--- config.mk ---
export PLATFORM = sky130hd
export DESIGN_NAME = fetch_stage
export DESIGN_NICKNAME = d
export VERILOG_FILES = /design/src/rtl/fetch_stage_pkg.sv /design/src/rtl/fetch_if_id_reg.sv /design/src/rtl/fetch_stage.sv
export SDC_FILE = /design/constraint.sdc
export NUM_CORES = 1
export LEC_CHECK = 0
export BUFFER_PORTS_ARGS = -buffer_cell sky130_fd_sc_hd__buf_4
export CELL_PAD_IN_SITES_DETAIL_PLACEMENT = 0
export CELL_PAD_IN_SITES_GLOBAL_PLACEMENT = 1
export CORE_ASPECT_RATIO = 0.6
export CORE_MARGIN = 4
export CORE_UTILIZATION = 40
export CTS_CLUSTER_SIZE = 8
export DETAILED_ROUTE_END_ITERATION = 8
export PLACE_DENSITY_LB_ADDON = 0.1
export SLEW_MARGIN = 20
export SYNTH_ARGS = -nofsm -noshare
export SYNTH_HDL_FRONTEND = slang
export SYNTH_HIERARCHICAL = 1
export SYNTH_SLANG_ARGS = --single-unit
--- constraint.sdc ---
create_clock -name clk -period 5.59 [get_ports clk]
set_input_delay 0.559 -clock clk [delete_from_list [all_inputs] [get_ports clk]]
set_output_delay 0.559 -clock clk [all_outputs]
set_load 0.05 [all_outputs]
--- src/rtl/fetch_stage_pkg.sv ---
// Shared sizing and encoding constants for the fetch stage and its IF/ID register.
package fetch_stage_pkg;

    localparam int          DEF_ISIZE = 16;
    localparam int          DEF_ASIZE = 16;
    localparam logic [15:0] DEF_NOP   = 16'h0000;  // ADD R0,R0,R0
    localparam logic [3:0]  EXEC_TAG  = 4'hF;

endpackage

--- src/rtl/fetch_if_id_reg.sv ---
// IF/ID pipeline register: load a fetched instruction, flush to a bubble, or hold.
module fetch_if_id_reg
    import fetch_stage_pkg::*;
#(
    parameter int               ISIZE = DEF_ISIZE,
    parameter int               ASIZE = DEF_ASIZE,
    parameter logic [ISIZE-1:0] NOP   = DEF_NOP
) (
    input  logic             clk,
    input  logic             rst,
    input  logic             i_load,
    input  logic             i_flush,
    input  logic             i_exec_bubble,
    input  logic [ISIZE-1:0] i_instr,
    input  logic [ASIZE-1:0] i_pc_link,
    output logic [ISIZE-1:0] o_instr,
    output logic [ASIZE-1:0] o_pc_link,
    output logic [ISIZE-1:0] o_last_instr,
    output logic [3:0]       o_exec_test,
    output logic             o_valid
);

    // Flush outranks load; with neither asserted every field holds. pc_link also
    // holds across a bubble.
    always_ff @(posedge clk) begin
        if (rst) begin
            o_instr      <= NOP;
            o_pc_link    <= '0;
            o_last_instr <= NOP;
            o_exec_test  <= 4'h0;
            o_valid      <= 1'b0;
        end else if (i_flush) begin
            o_last_instr <= o_instr;
            o_instr      <= NOP;
            o_exec_test  <= i_exec_bubble ? EXEC_TAG : 4'h0;
            o_valid      <= 1'b0;
        end else if (i_load) begin
            // NOTE: non-blocking here lets last_instr capture the old instr_out in the same edge.
            o_last_instr <= o_instr;
            o_instr      <= i_instr;
            o_pc_link    <= i_pc_link;
            o_exec_test  <= 4'h0;
            o_valid      <= 1'b1;
        end
    end

endmodule

--- src/rtl/fetch_stage.sv ---
// Instruction fetch: PC, EXEC one-shot sequencer and IF/ID register for the 16-bit CPU.
module fetch_stage
    import fetch_stage_pkg::*;
#(
    parameter int               ISIZE = DEF_ISIZE,
    parameter int               ASIZE = DEF_ASIZE,
    parameter logic [ISIZE-1:0] NOP   = DEF_NOP
) (
    input  logic             clk,
    input  logic             rst,
    input  logic             stall,
    input  logic             redirect_valid,
    input  logic [ASIZE-1:0] redirect_pc,
    input  logic             exec_start,
    input  logic [ASIZE-1:0] exec_addr,
    output logic [ASIZE-1:0] imem_addr,
    input  logic [ISIZE-1:0] imem_rdata,
    output logic [ISIZE-1:0] instr_out,
    output logic [ASIZE-1:0] pc_out,
    output logic [ISIZE-1:0] last_instr,
    output logic [3:0]       exec_test,
    output logic             valid_out
);

    typedef enum logic {RUN, EXEC_ONE} state_t;

    state_t           r_state;
    logic [ASIZE-1:0] r_pc;
    logic [ASIZE-1:0] r_ret_pc;

    logic w_exec_take;
    logic w_exec_bubble;
    logic w_flush;
    logic w_load;

    // EXEC is only honoured in RUN; the ID slot holds a bubble during EXEC_ONE.
    assign w_exec_take   = exec_start && (r_state == RUN);
    assign w_exec_bubble = w_exec_take && !redirect_valid;
    assign w_flush       = redirect_valid || w_exec_take;
    assign w_load        = !w_flush && !stall;
    assign imem_addr     = r_pc;

    always_ff @(posedge clk) begin
        if (rst) begin
            r_state  <= RUN;
            r_pc     <= '0;
            r_ret_pc <= '0;
        end else if (redirect_valid) begin
            r_pc    <= redirect_pc;
            r_state <= RUN;
        end else if (w_exec_take) begin
            r_ret_pc <= r_pc;
            r_pc     <= exec_addr;
            r_state  <= EXEC_ONE;
        end else if (!stall) begin
            if (r_state == EXEC_ONE) begin
                r_pc    <= r_ret_pc;
                r_state <= RUN;
            end else begin
                r_pc <= r_pc + ASIZE'(1);
            end
        end
    end

    // In EXEC_ONE r_pc equals exec_addr, so the link value is r_pc+1 in both states.
    fetch_if_id_reg #(
        .ISIZE (ISIZE),
        .ASIZE (ASIZE),
        .NOP   (NOP)
    ) u_if_id (
        .clk           (clk),
        .rst           (rst),
        .i_load        (w_load),
        .i_flush       (w_flush),
        .i_exec_bubble (w_exec_bubble),
        .i_instr       (imem_rdata),
        .i_pc_link     (r_pc + ASIZE'(1)),
        .o_instr       (instr_out),
        .o_pc_link     (pc_out),
        .o_last_instr  (last_instr),
        .o_exec_test   (exec_test),
        .o_valid       (valid_out)
    );

endmodule

# == After elaboration in Yosys (flattened, before gate mapping) ==
# Index checks and enable logic that the tools add are counted.
# classes
n_reduce_logical,12
n_addsub,1
mux,11
n_eq_ne,2
bitwise,3
# ops
operator,count
$mux 16,6
$add 16x1->16 const B,1
$mux 4,3
$reduce_and 2->1,2
$reduce_or 2->1,2
$logic_and 1x1->1,3
$logic_not 1->1,3
$ne 3x1->1 const B,1
$not 1->1,3
$mux 1,2
$ne 2x1->1 const B,1
$reduce_bool 2->1,1
$logic_or 1x1->1,1
# word_totals
out_inout_bits,69
elab_cells,37
in_bits,53
register_bits,86

# == Logic depth before layout (Yosys ltp) ==
# Gate-level depths: netlist (run 1).
# logic_depth
ltp_word,7
ltp_mapped,9
ltp_nobuf,6

# == By module ==
# The synthesis (run 1) kept the hierarchy.
# by_module_without_submodules
module,n_inst,seq_area_each_um2,cells_each,area_each_um2
fetch_if_id_reg,1,1001.0,208,2052.0
fetch_stage,1,660.6,270,1985.7

# == Worst setup path before layout (run 1) ==
# OpenSTA, ideal clock, no wires.
# synth_path
kind,input to register
start,input port exec_start
end,register u_if_id.o_instr[0]
setup_time_ps,117
slack_ps,3564
n_path_buf,3
arrival_time_ps,1908
stages,9
required_time_ps,5473
path_cell_list,and2b_1 > nor2_4 > inv_2 > nor2_1 > buf_6 > buf_6 > buf_4 > mux2i_1 > nor2_1
# synth_via
elab_chain_cells,4
word_cells_on_any_way,5
classes_between,5 x reduce/logical
# synth_lines
element,line,rtl
start: declaration,fetch_stage.sv:14,"input logic exec_start,"
$logic_and 1x1->1,fetch_stage.sv:37,assign w_exec_take = exec_start && (r_state == RUN);
$logic_or 1x1->1,fetch_stage.sv:39,assign w_flush = redirect_valid || w_exec_take;
named net w_flush,fetch_stage.sv:33,logic w_flush;
$logic_not 1->1,fetch_stage.sv:40,assign w_load = !w_flush && !stall;
$logic_and 1x1->1,fetch_stage.sv:40,
named net w_load,fetch_stage.sv:34,logic w_load;
end signal: assignment,fetch_if_id_reg.sv:40,o_instr <= i_instr;
end: declaration,fetch_if_id_reg.sv:16,"output logic [ISIZE-1:0] o_instr,"
# The timed path passes the listed nets, and every way through them passes these cells.
# A chain may end at the register's enable or synchronous reset.

# == Worst setup path in the final report (run 1) ==
# layout_path
start,register r_state
end,register u_if_id.o_last_instr[1]
# layout_via
elab_chain_cells,6
word_cells_on_any_way,7
classes_between,1 x mux; 1 x bitwise; 5 x reduce/logical
# layout_lines
element,line,rtl
start: declaration,fetch_stage.sv:27,state_t r_state;
start signal: assignment,fetch_stage.sv:45,r_state <= RUN;
start signal: assignment,fetch_stage.sv:50,r_state <= RUN;
start signal: assignment,fetch_stage.sv:54,r_state <= EXEC_ONE;
$not 1->1,fetch_stage.sv:37,
$logic_and 1x1->1,fetch_stage.sv:37,
$logic_or 1x1->1,fetch_stage.sv:39,
named net w_flush,fetch_stage.sv:33,
$logic_not 1->1,fetch_stage.sv:40,
$logic_and 1x1->1,fetch_stage.sv:40,
named net w_load,fetch_stage.sv:34,
$reduce_bool 2->1 (no line),n/a,
end signal: assignment,fetch_if_id_reg.sv:33,o_last_instr <= o_instr;
end signal: assignment,fetch_if_id_reg.sv:39,o_last_instr <= o_instr;
end: declaration,fetch_if_id_reg.sv:18,"output logic [ISIZE-1:0] o_last_instr,"
# The timed path passes the listed nets, and every way through them passes these cells.

==> flow_summary.toml, run 1 <==
[power_and_ir_drop]
clkPwrFrac_pct = 42.8
finalPower_mw = 1.48
vdd_drop_max_mv = 0.179
p_seq_share_pct = 43.1
switching_share_pct = 26.9
power.density_nw_per_um2 = 282
netSwitchingPower_mw = 0.398
comb_power_share_pct = 14.1
p_leak_nw = 2.04
p_int_mw = 1.08

[synth]
yosys.area.top_type = "dfxtp_1"
syn_avg_cell_area_um2 = 8.45
synth_area_um2 = 4040
yosysSeqAreaShare_pct = 41.2
ys.flop_type = "dfxtp_1"
netlist_instances = 478
synth-edff-count = 0
synth_cell_types = 43
ys_ff_latch = 83
syn_nets = 532
synth_top_area_share_pct = 41.2
synth_area_leaders = "dfxtp_1, a21oi_1, nand2_1"
synth_async_sr_flop_share_pct = 0
yosysWarnings = 6

[clock_tree]
cts.sink_count = 83
post_cts_buffers = 0
clk_latency_ns = 0.34
cts_buffers = 9
path_clk_slew_ns = 0.06
cts_max_level = 3
cts_root_buf = "clkbuf_16"
cts_tree = "done"
cts_resized = 0
hold_buffers = 0
clockBufferDepth = 2

[final_layout]
nets = 624
final_layout_size_suffix_gt1_share_pct = 27.5
fill_cells = 958
regArea_um2 = 1660
layout_commonest_cell = "buf_4"
multi_input_area_um2 = 2120
layout_common_cells = "buf_4, dfxtp_1, a21oi_1, nand2_1, nor2_1"
n_antenna_cell = 0
area_delta_synth_final_pct = 29.8

[grt]
antenna_found_initial = 0
grt_pass1_vias = 3501
grt_usage_pct = 18.5
overflow = 0
grt_pass1_wl_mm = 17.4
grt_max_degree = 84

[timing]
rsz0062_at_grt = "false"
timing.setup.tns_ns = 0
period_share_pct = 53.0
fin_skew_ns = 0.00831
whs_ns = 0.457
report.final.slew_viol_count = 0
hold_viol = 0
setup_violations = 0
fin_ws_ns = 2.63
slew_headroom_pct = 42.0
worst_slew_pin_slew_ns = 0.870
post-route-min-period_ns = 2.96
max_freq_mhz = 338

[setup_path]
worstPathArrival_ns = 3.21
cp.required_ns = 5.84
path_class = "reg2reg"
path_common_cell = "nor2_4"
worst-path-max-fanout = 66
endpoint_kind = "register"
reg2reg_from = "r_state"
cp-startpoint = "r_state"
slowest_stage = "dfxtp_2"
cpPeakStageDelay_ns = 0.71
crit_chain = "and2b_1, nor2_4, inv_2, nor2_4, buf_4, o21ai_0, a21oi_1"
cp-start-kind = "register"

[floorplanning]
die_h_um = 85.8
start_util_pct = 41.0
rows = 28
num_io_pins = 122
fp.dieW_um = 138
die_area_um2 = 11800
core_region_area_um2 = 9840

[placement]
port_buffers = 121
routabilityCongestion = 0.759
dp_hpwl_mm = 7.36
place_ws_ns = 2.24

[detailed_routing]
avgRoutedWirePerCell_um = 14.9
vias_per_cell = 5.11
dr_total_vias = 3625
wl_mm = 10.6
met1_length_mm = 5.17
wl_met3_um = 553
wl_met2_mm = 4.80
drt_iter0_markers = 193
highest_layer = "met4"
post-route-drc-count = 0
ant_nets = 0
dr.pass1.iters = 4

[hold_path]
hp-start = "r_ret_pc[3]"
hold_class = "reg2reg"

[job]
maxCapViolations = 0

[outcome]
outcome = "finished, final reports clean"
## power by group through the flow
stage / Combinational (mW) / Clock [mW] / Sequential (mW)
floorplan: 0.104 / 0 / 0.685
global placement: 0.208 / 0 / 0.649
detailed placement: 0.210 / 0 / 0.650
CTS: 0.211 / 0.647 / 0.637
global route: 0.228 / 0.673 / 0.640
finish: 0.209 / 0.633 / 0.637
## cells in the mapped netlist, drive strengths merged (4+ instances only)
library cell and n:
a211oi 13, a21oi 66, buf 22, clkbuf 19, dfxtp 83, inv 14, mux2i 17, nand2 51
nand2b 21, nand3 6, nand4bb 16, nor2 44, nor3 5, nor4 5, o21ai 45, or3b 17
xnor2 4, xor2 10
## through the flow
step | util, % | area [µm²] | instances
floorplan | - | 4040 | 478
global placement | 50.0 | 4920 | 694
detailed placement | 50.0 | 4920 | 694
CTS | 53.2 | 5240 | 710
global route | 53.3 | 5240 | 710
finish | 53.3 | 5240 | 710
## path summary, 6_finish.rpt
check / endpoint / slack, ns / depth (start not counted)
max: u_if_id/o_last_instr[1] / 2.63 / 7
max reg2reg: u_if_id/o_last_instr[1] / 2.63 / 7
min: r_ret_pc[3] / 0.46 / 2
min reg2reg: r_ret_pc[3] / 0.46 / 2
## cells by family after synthesis
kind of cell / synth area share [%]
DFF: 41.2
and+or+nand+nor: 25.5
buffers and inverters: 6.45
xor gates and xnor gates: 3.22
adders and majority gates: 0.310
muxes: 4.77
AOI/OAI and AO/OA: 18.6
## worst max-delay path: cells and delay by family, from the launching register on
| family | cells | cell delay [ns] |
|---|---|---|
| DFF | 1 | 0.71 |
| buffers and inverters | 2 | 0.90 |
| and+or+nand+nor | 3 | 0.86 |
| AOI/OAI and AO/OA | 2 | 0.38 |
## registers in the layout, indices dropped and copies added (netlist names)
register              flops
imem_addr                16
u_if_id/o_pc_link        16
r_state                   1
u_if_id/o_exec_test       1
u_if_id/o_valid           1
u_if_id/o_instr          16
u_if_id/o_last_instr     16
r_ret_pc                 16
## routing by layer
metal,track usage [%],up-vias
li1,-,1848
met5,0,-
met1,25.9,1685
met2,28.7,85
met4,3.77,0
met3,5.10,7
## layout make-up
cell class | instances | share of cell area (%)
multi-input cells | 340 | 40.5
clock buffers | 10 | 4.37
repair buffers | 122 | 17.5
well taps | 135 | 3.22
clock inverters | 6 | 1.72
inverters | 14 | 1.00
flip-flops and latches | 83 | 31.7
(Power assumes the default switching activity.)
==> run 2, diff against run 1 <==
--- a/config.mk
+++ b/config.mk
@@ -5,12 +5,13 @@
 export SDC_FILE = /design/constraint.sdc
 export NUM_CORES = 1
 export LEC_CHECK = 0
+export ABC_AREA = 1
 export BUFFER_PORTS_ARGS = -buffer_cell sky130_fd_sc_hd__buf_4
 export CELL_PAD_IN_SITES_DETAIL_PLACEMENT = 0
 export CELL_PAD_IN_SITES_GLOBAL_PLACEMENT = 1
 export CORE_ASPECT_RATIO = 0.6
 export CORE_MARGIN = 4
-export CORE_UTILIZATION = 40
+export CORE_UTILIZATION = 32
 export CTS_CLUSTER_SIZE = 8
 export DETAILED_ROUTE_END_ITERATION = 8
 export PLACE_DENSITY_LB_ADDON = 0.1
==> constraint.sdc (replaced) <==
create_clock -name clk -period 2.67 [get_ports clk]
set_input_delay 0.267 -clock clk [delete_from_list [all_inputs] [get_ports clk]]
set_output_delay 0.267 -clock clk [all_outputs]
set_load 0.05 [all_outputs]
==> flow_summary.toml, run 2 <==
[outcome]
outcome = "finished, final reports clean"

[synth]
ys_ff_latch = 83
yosysSeqAreaShare_pct = 41.2
synth_cell_types = 31
ys.flop_type = "dfxtp_1"
synthXorXnorAreaFrac_pct = 1.70
synthTopCellsByCount = "nand2_1, dfxtp_1, nor2_1, a21oi_1, inv_1"
syn_nets = 640
synthMostInstantiatedCell = "nand2_1"
yosys.area.top_type = "dfxtp_1"
synth_top_area_share_pct = 41.2
yosys.area_share.simple_pct = 29.0
synth_area_um2 = 4040
netlist_instances = 586
syn_avg_cell_area_um2 = 6.89
yosys-mux-area-fraction_pct = 0
synth_async_sr_flop_share_pct = 0
synth-edff-count = 0
synth-compound-area-share_pct = 16.0
yosysWarnings = 6
synth_area_leaders = "dfxtp_1, nand2_1, a21oi_1"
synthAdderAreaFrac_pct = 0.310
synth_top_family_by_area = "simple AND/OR/NAND/NOR gates"

[timing]
post-route-min-period_ns = 1.94
slew_headroom_pct = 37.4
setup_violations = 0
period_share_pct = 72.7
fin_skew_ns = 0.00868
max_freq_mhz = 515
rsz0062_at_grt = "false"
fin_ws_ns = 0.728
hold_viol = 0
timing.setup.tns_ns = 0
report.final.slew_viol_count = 0
worst_slew_pin_slew_ns = 0.938

[grt]
antenna_found_initial = 0
grt_max_degree = 34
grt_pass1_vias = 3907
grt_pass1_wl_mm = 19.4
grt_usage_pct = 16.4
overflow = 0

[setup_path]
worstPathArrival_ns = 2.17
cp-start-kind = "register"
worst-path-max-fanout = 33
path_delay_family = "simple AND/OR/NAND/NOR gates"
path_buf_inv = 1
cp.required_ns = 2.89
endpoint_kind = "register"
path_class = "reg2reg"
slowest_stage = "nor2_4"
crit_chain = "inv_2, nand2_4, nand2_4, nor2_4, nor2_4, nand2_1, nand2_1, nor2_1"
cpPeakStageDelay_ns = 0.55

[clock_tree]
cts_resized = 0
clockBufferDepth = 2
cts_tree = "done"
path_clk_slew_ns = 0.07
cts_root_buf = "clkbuf_16"
hold_buffers = 0
cts_buffers = 9
cts.sink_count = 83
clk_latency_ns = 0.33
post_cts_buffers = 0
cts_max_level = 3

[floorplanning]
rows = 31
start_util_pct = 33.1
fp.dieW_um = 153
num_io_pins = 122
die_h_um = 95.0
core_region_area_um2 = 12200
die_area_um2 = 14500

[detailed_routing]
post-route-drc-count = 0
avgRoutedWirePerCell_um = 13.8
wl_mm = 11.9
drt_iter0_markers = 182
dr.pass1.iters = 4
ant_nets = 0
dr_total_vias = 3998
vias_per_cell = 4.65

[placement]
routabilityCongestion = 0.872
dp_hpwl_mm = 8.87
port_buffers = 121
place_ws_ns = 0.701

[final_layout]
n_antenna_cell = 0
final_layout_size_suffix_gt1_share_pct = 24.9
layout_common_cells = "nand2_1, buf_4, dfxtp_1, nor2_1, a21oi_1"
final_util_pct = 43.2
area_delta_synth_final_pct = 30.3
layout_commonest_cell = "nand2_1"
nets = 744

[job]
maxCapViolations = 0

[power_and_ir_drop]
p_leak_nw = 2.34
vdd_drop_max_mv = 0.284
power.density_nw_per_um2 = 593

[hold_path]
hold_class = "in2reg"
run 2: worst register-to-register path, cell delays in order (launching register included):
cell and delay [ns]:
dfxtp_1 0.32, inv_2 0.21, nand2_4 0.12, nand2_4 0.29, nor2_4 0.09, nor2_4 0.55
nand2_1 0.12, nand2_1 0.09, nor2_1 0.05
run 2: power breakdown:
part | leakage, nW | internal [mW] | switching (mW)
Sequential | 0.679 | 1.30 | 0.0592
Combinational | 1.54 | 0.199 | 0.391
Clock | 0.124 | 0.635 | 0.532
Total | 2.34 | 2.13 | 0.982
run 2: cell families (layout without fill, tap and decap cells):
kind of cell,Yosys count,after routing
AOI/OAI and AO/OA,124,124
and+or+nand+nor,269,269
DFF,83,83
adders and majority gates,1,1
buffers and inverters,102,211
xor gates and xnor gates,7,7
run 2: final cells by class:
type	count	area (µm²)
clock buffers	9	225
clock inverters	7	52.6
fillers	1303	6920
inverters	69	262
multi-input cells	401	1900
flip-flops and latches	83	1660
well taps	165	206
repair buffers	126	946
run 2: worst paths after layout:
| check | start | endpoint | slack [ns] | cells past startpoint |
|---|---|---|---|---|
| min reg2reg | r_ret_pc[8] | r_ret_pc[8] | 0.45 | 2 |
| max | r_state | u_if_id/o_last_instr[4] | 0.73 | 8 |
| min | rst | u_if_id/o_exec_test[2] | 0.13 | 2 |
| max reg2reg | r_state | u_if_id/o_last_instr[4] | 0.73 | 8 |
run 2: per-stage QoR:
| step | power, mW | hold slack, ns | std cells | cell area (µm²) |
|---|---|---|---|---|
| floorplan | 1.79 | 0.336 | 586 | 4040 |
| global placement | 1.98 | 0.443 | 844 | 4980 |
| detailed placement | 1.98 | 0.447 | 844 | 4980 |
| CTS | 3.16 | 0.125 | 860 | 5260 |
| global route | 3.27 | 0.127 | 860 | 5260 |
| finish | 3.12 | 0.134 | 860 | 5260 |
run 2: metal layers:
metal | track usage [%] | up-vias | wire length (µm)
met4 | 2.89 | 0 | 38
met5 | 0 | - | 0
met2 | 25.1 | 99 | 5110
met3 | 4.62 | 6 | 693
met1 | 23.5 | 1839 | 6070
li1 | - | 2054 | -
==> run 3, diff against run 2 <==
--- a/config.mk
+++ b/config.mk
@@ -11,7 +11,7 @@
 export CELL_PAD_IN_SITES_GLOBAL_PLACEMENT = 1
 export CORE_ASPECT_RATIO = 0.6
 export CORE_MARGIN = 4
-export CORE_UTILIZATION = 32
+export CORE_UTILIZATION = 36
 export CTS_CLUSTER_SIZE = 8
 export DETAILED_ROUTE_END_ITERATION = 8
 export PLACE_DENSITY_LB_ADDON = 0.1
==> constraint.sdc (replaced) <==
create_clock -name clk -period 1.8 [get_ports clk]
set_input_delay 0.18 -clock clk [delete_from_list [all_inputs] [get_ports clk]]
set_output_delay 0.18 -clock clk [all_outputs]
set_load 0.05 [all_outputs]
==> flow_summary.toml, run 3 (synthesis gave the netlist of run 2 again) <==
[grt]
antenna_found_initial = 0
grt_max_degree = 34
grt_pass1_vias = 3871
grt_pass1_wl_mm = 19.5
overflow = 0
grt_usage_pct = 18.5

[timing]
post-route-min-period_ns = 1.61
timing.setup.tns_ns = 0
report.final.slew_viol_count = 0
period_share_pct = 89.5
rsz0062_at_grt = "false"
fin_skew_ns = 0.00528
setup_violations = 0
hold_viol = 0
worst_slew_pin_slew_ns = 0.680
slew_headroom_pct = 54.6
max_freq_mhz = 621

[clock_tree]
clk_latency_ns = 0.33
cts_root_buf = "clkbuf_16"
post_cts_buffers = 0
cts.sink_count = 83
cts_buffers = 9
cts_tree = "done"
path_clk_slew_ns = 0.06
clockBufferDepth = 2
cts_max_level = 3

[detailed_routing]
avgRoutedWirePerCell_um = 14.0
drt_iter0_markers = 213
ant_nets = 0
vias_per_cell = 4.70
post-route-drc-count = 0
wl_mm = 11.8
dr.pass1.iters = 5
dr_total_vias = 3971

[final_layout]
area_delta_synth_final_pct = 33.6
fill_cells = 1106
layout_commonest_cell = "nand2_1"
nets = 754
final_util_pct = 50.2
final_layout_size_suffix_gt1_share_pct = 26.2
layout_common_cells = "nand2_1, buf_4, dfxtp_1, nor2_1, a21oi_1"
regArea_um2 = 1660
n_antenna_cell = 0
multi_input_area_um2 = 1910

[setup_path]
path_class = "reg2reg"
worstPathArrival_ns = 1.84
cp-start-kind = "register"
endpoint_kind = "register"
cp.required_ns = 2.03
worst-path-max-fanout = 6
reg2reg_slack_ns = 0.19

[floorplanning]
core_region_area_um2 = 10700
rows = 29
die_area_um2 = 13000
num_io_pins = 122
fp.dieW_um = 145
die_h_um = 90.0
start_util_pct = 37.6

[outcome]
outcome = "finished, final reports clean"

[power_and_ir_drop]
vdd_drop_max_mv = 0.483
finalPower_mw = 5.07
p_leak_nw = 2.44
power.density_nw_per_um2 = 941

[placement]
routabilityCongestion = 0.833
dp_hpwl_mm = 8.77
port_buffers = 121

[job]
maxCapViolations = 0

[hold_path]
hold_class = "in2reg"
==> run 3: cell count changes in the layout (fill, tap and decap cells not counted), sizes merged <==
cell,before,now
bufinv,0,3
clkinvlp,4,1
inv,70,69
buf,126,136
clkbuf,9,10
==> run 3: area by class of cell <==
cell class	count	share of cell area [%]
Multi-Input combinational cell	401	35.4
Sequential cell	83	30.9
Timing Repair Buffer	136	19.2
Inverter	69	4.85
Clock buffer	10	4.43
Tap cell	139	3.23
Clock inverter	6	2.06
==> run 3: where the power goes <==
group | switching (mW) | internal [mW] | leakage (nW) | total, mW
registers | 0.0816 | 1.93 | 0.679 | 2.01
logic | 0.593 | 0.317 | 1.60 | 0.910
clock network | 0.759 | 1.40 | 0.169 | 2.16
total | 1.43 | 3.64 | 2.44 | 5.07
==> run 3: worst max-delay path, stage by stage (launching register included) <==
cell	delay [ns]
dfxtp_2	0.41
ha_1	0.23
nand3_2	0.17
inv_1	0.14
nand2_2	0.10
o21ai_1	0.17
nand2_1	0.07
inv_1	0.06
nand3_2	0.05
nand2_1	0.07
nor2_1	0.04
==> run 3: worst paths after layout <==
check | start | to | cells after the start
worst min register to register | r_ret_pc[2] | r_ret_pc[2] | 2
worst max-delay path | imem_addr[1] | u_if_id/o_pc_link[10] | 10
worst min-delay path | rst | u_if_id/o_exec_test[2] | 2
worst max register to register | imem_addr[1] | u_if_id/o_pc_link[10] | 10
==> run 3: per-stage QoR <==
step | instance area (µm²) | hold WS [ns] | worst slack [ns] | instances
after floorplan | 4040 | 0.249 | 0.0232 | 586
after global placement | 5040 | 0.389 | 0.188 | 828
after detailed placement | 5040 | 0.387 | 0.185 | 828
after CTS | 5390 | 0.0215 | 0.147 | 844
after global routing | 5390 | 0.0304 | 0.00391 | 844
final | 5390 | 0.0378 | 0.189 | 844
==> run 3: routing by layer <==
layer	vias up	routed length [µm]	GRT usage [%]
met5	-	0	0
met4	0	80	4.04
met1	1788	6220	27.9
met2	99	4840	26.3
li1	2075	-	-
met3	9	658	4.61
==> run 3: what timing repair did <==
item / 4_1_cts / 5_1_grt
hold buffers: 0 / 0
endpoints found under the setup margin: 0 / 3
resized for setup: 0 / 3
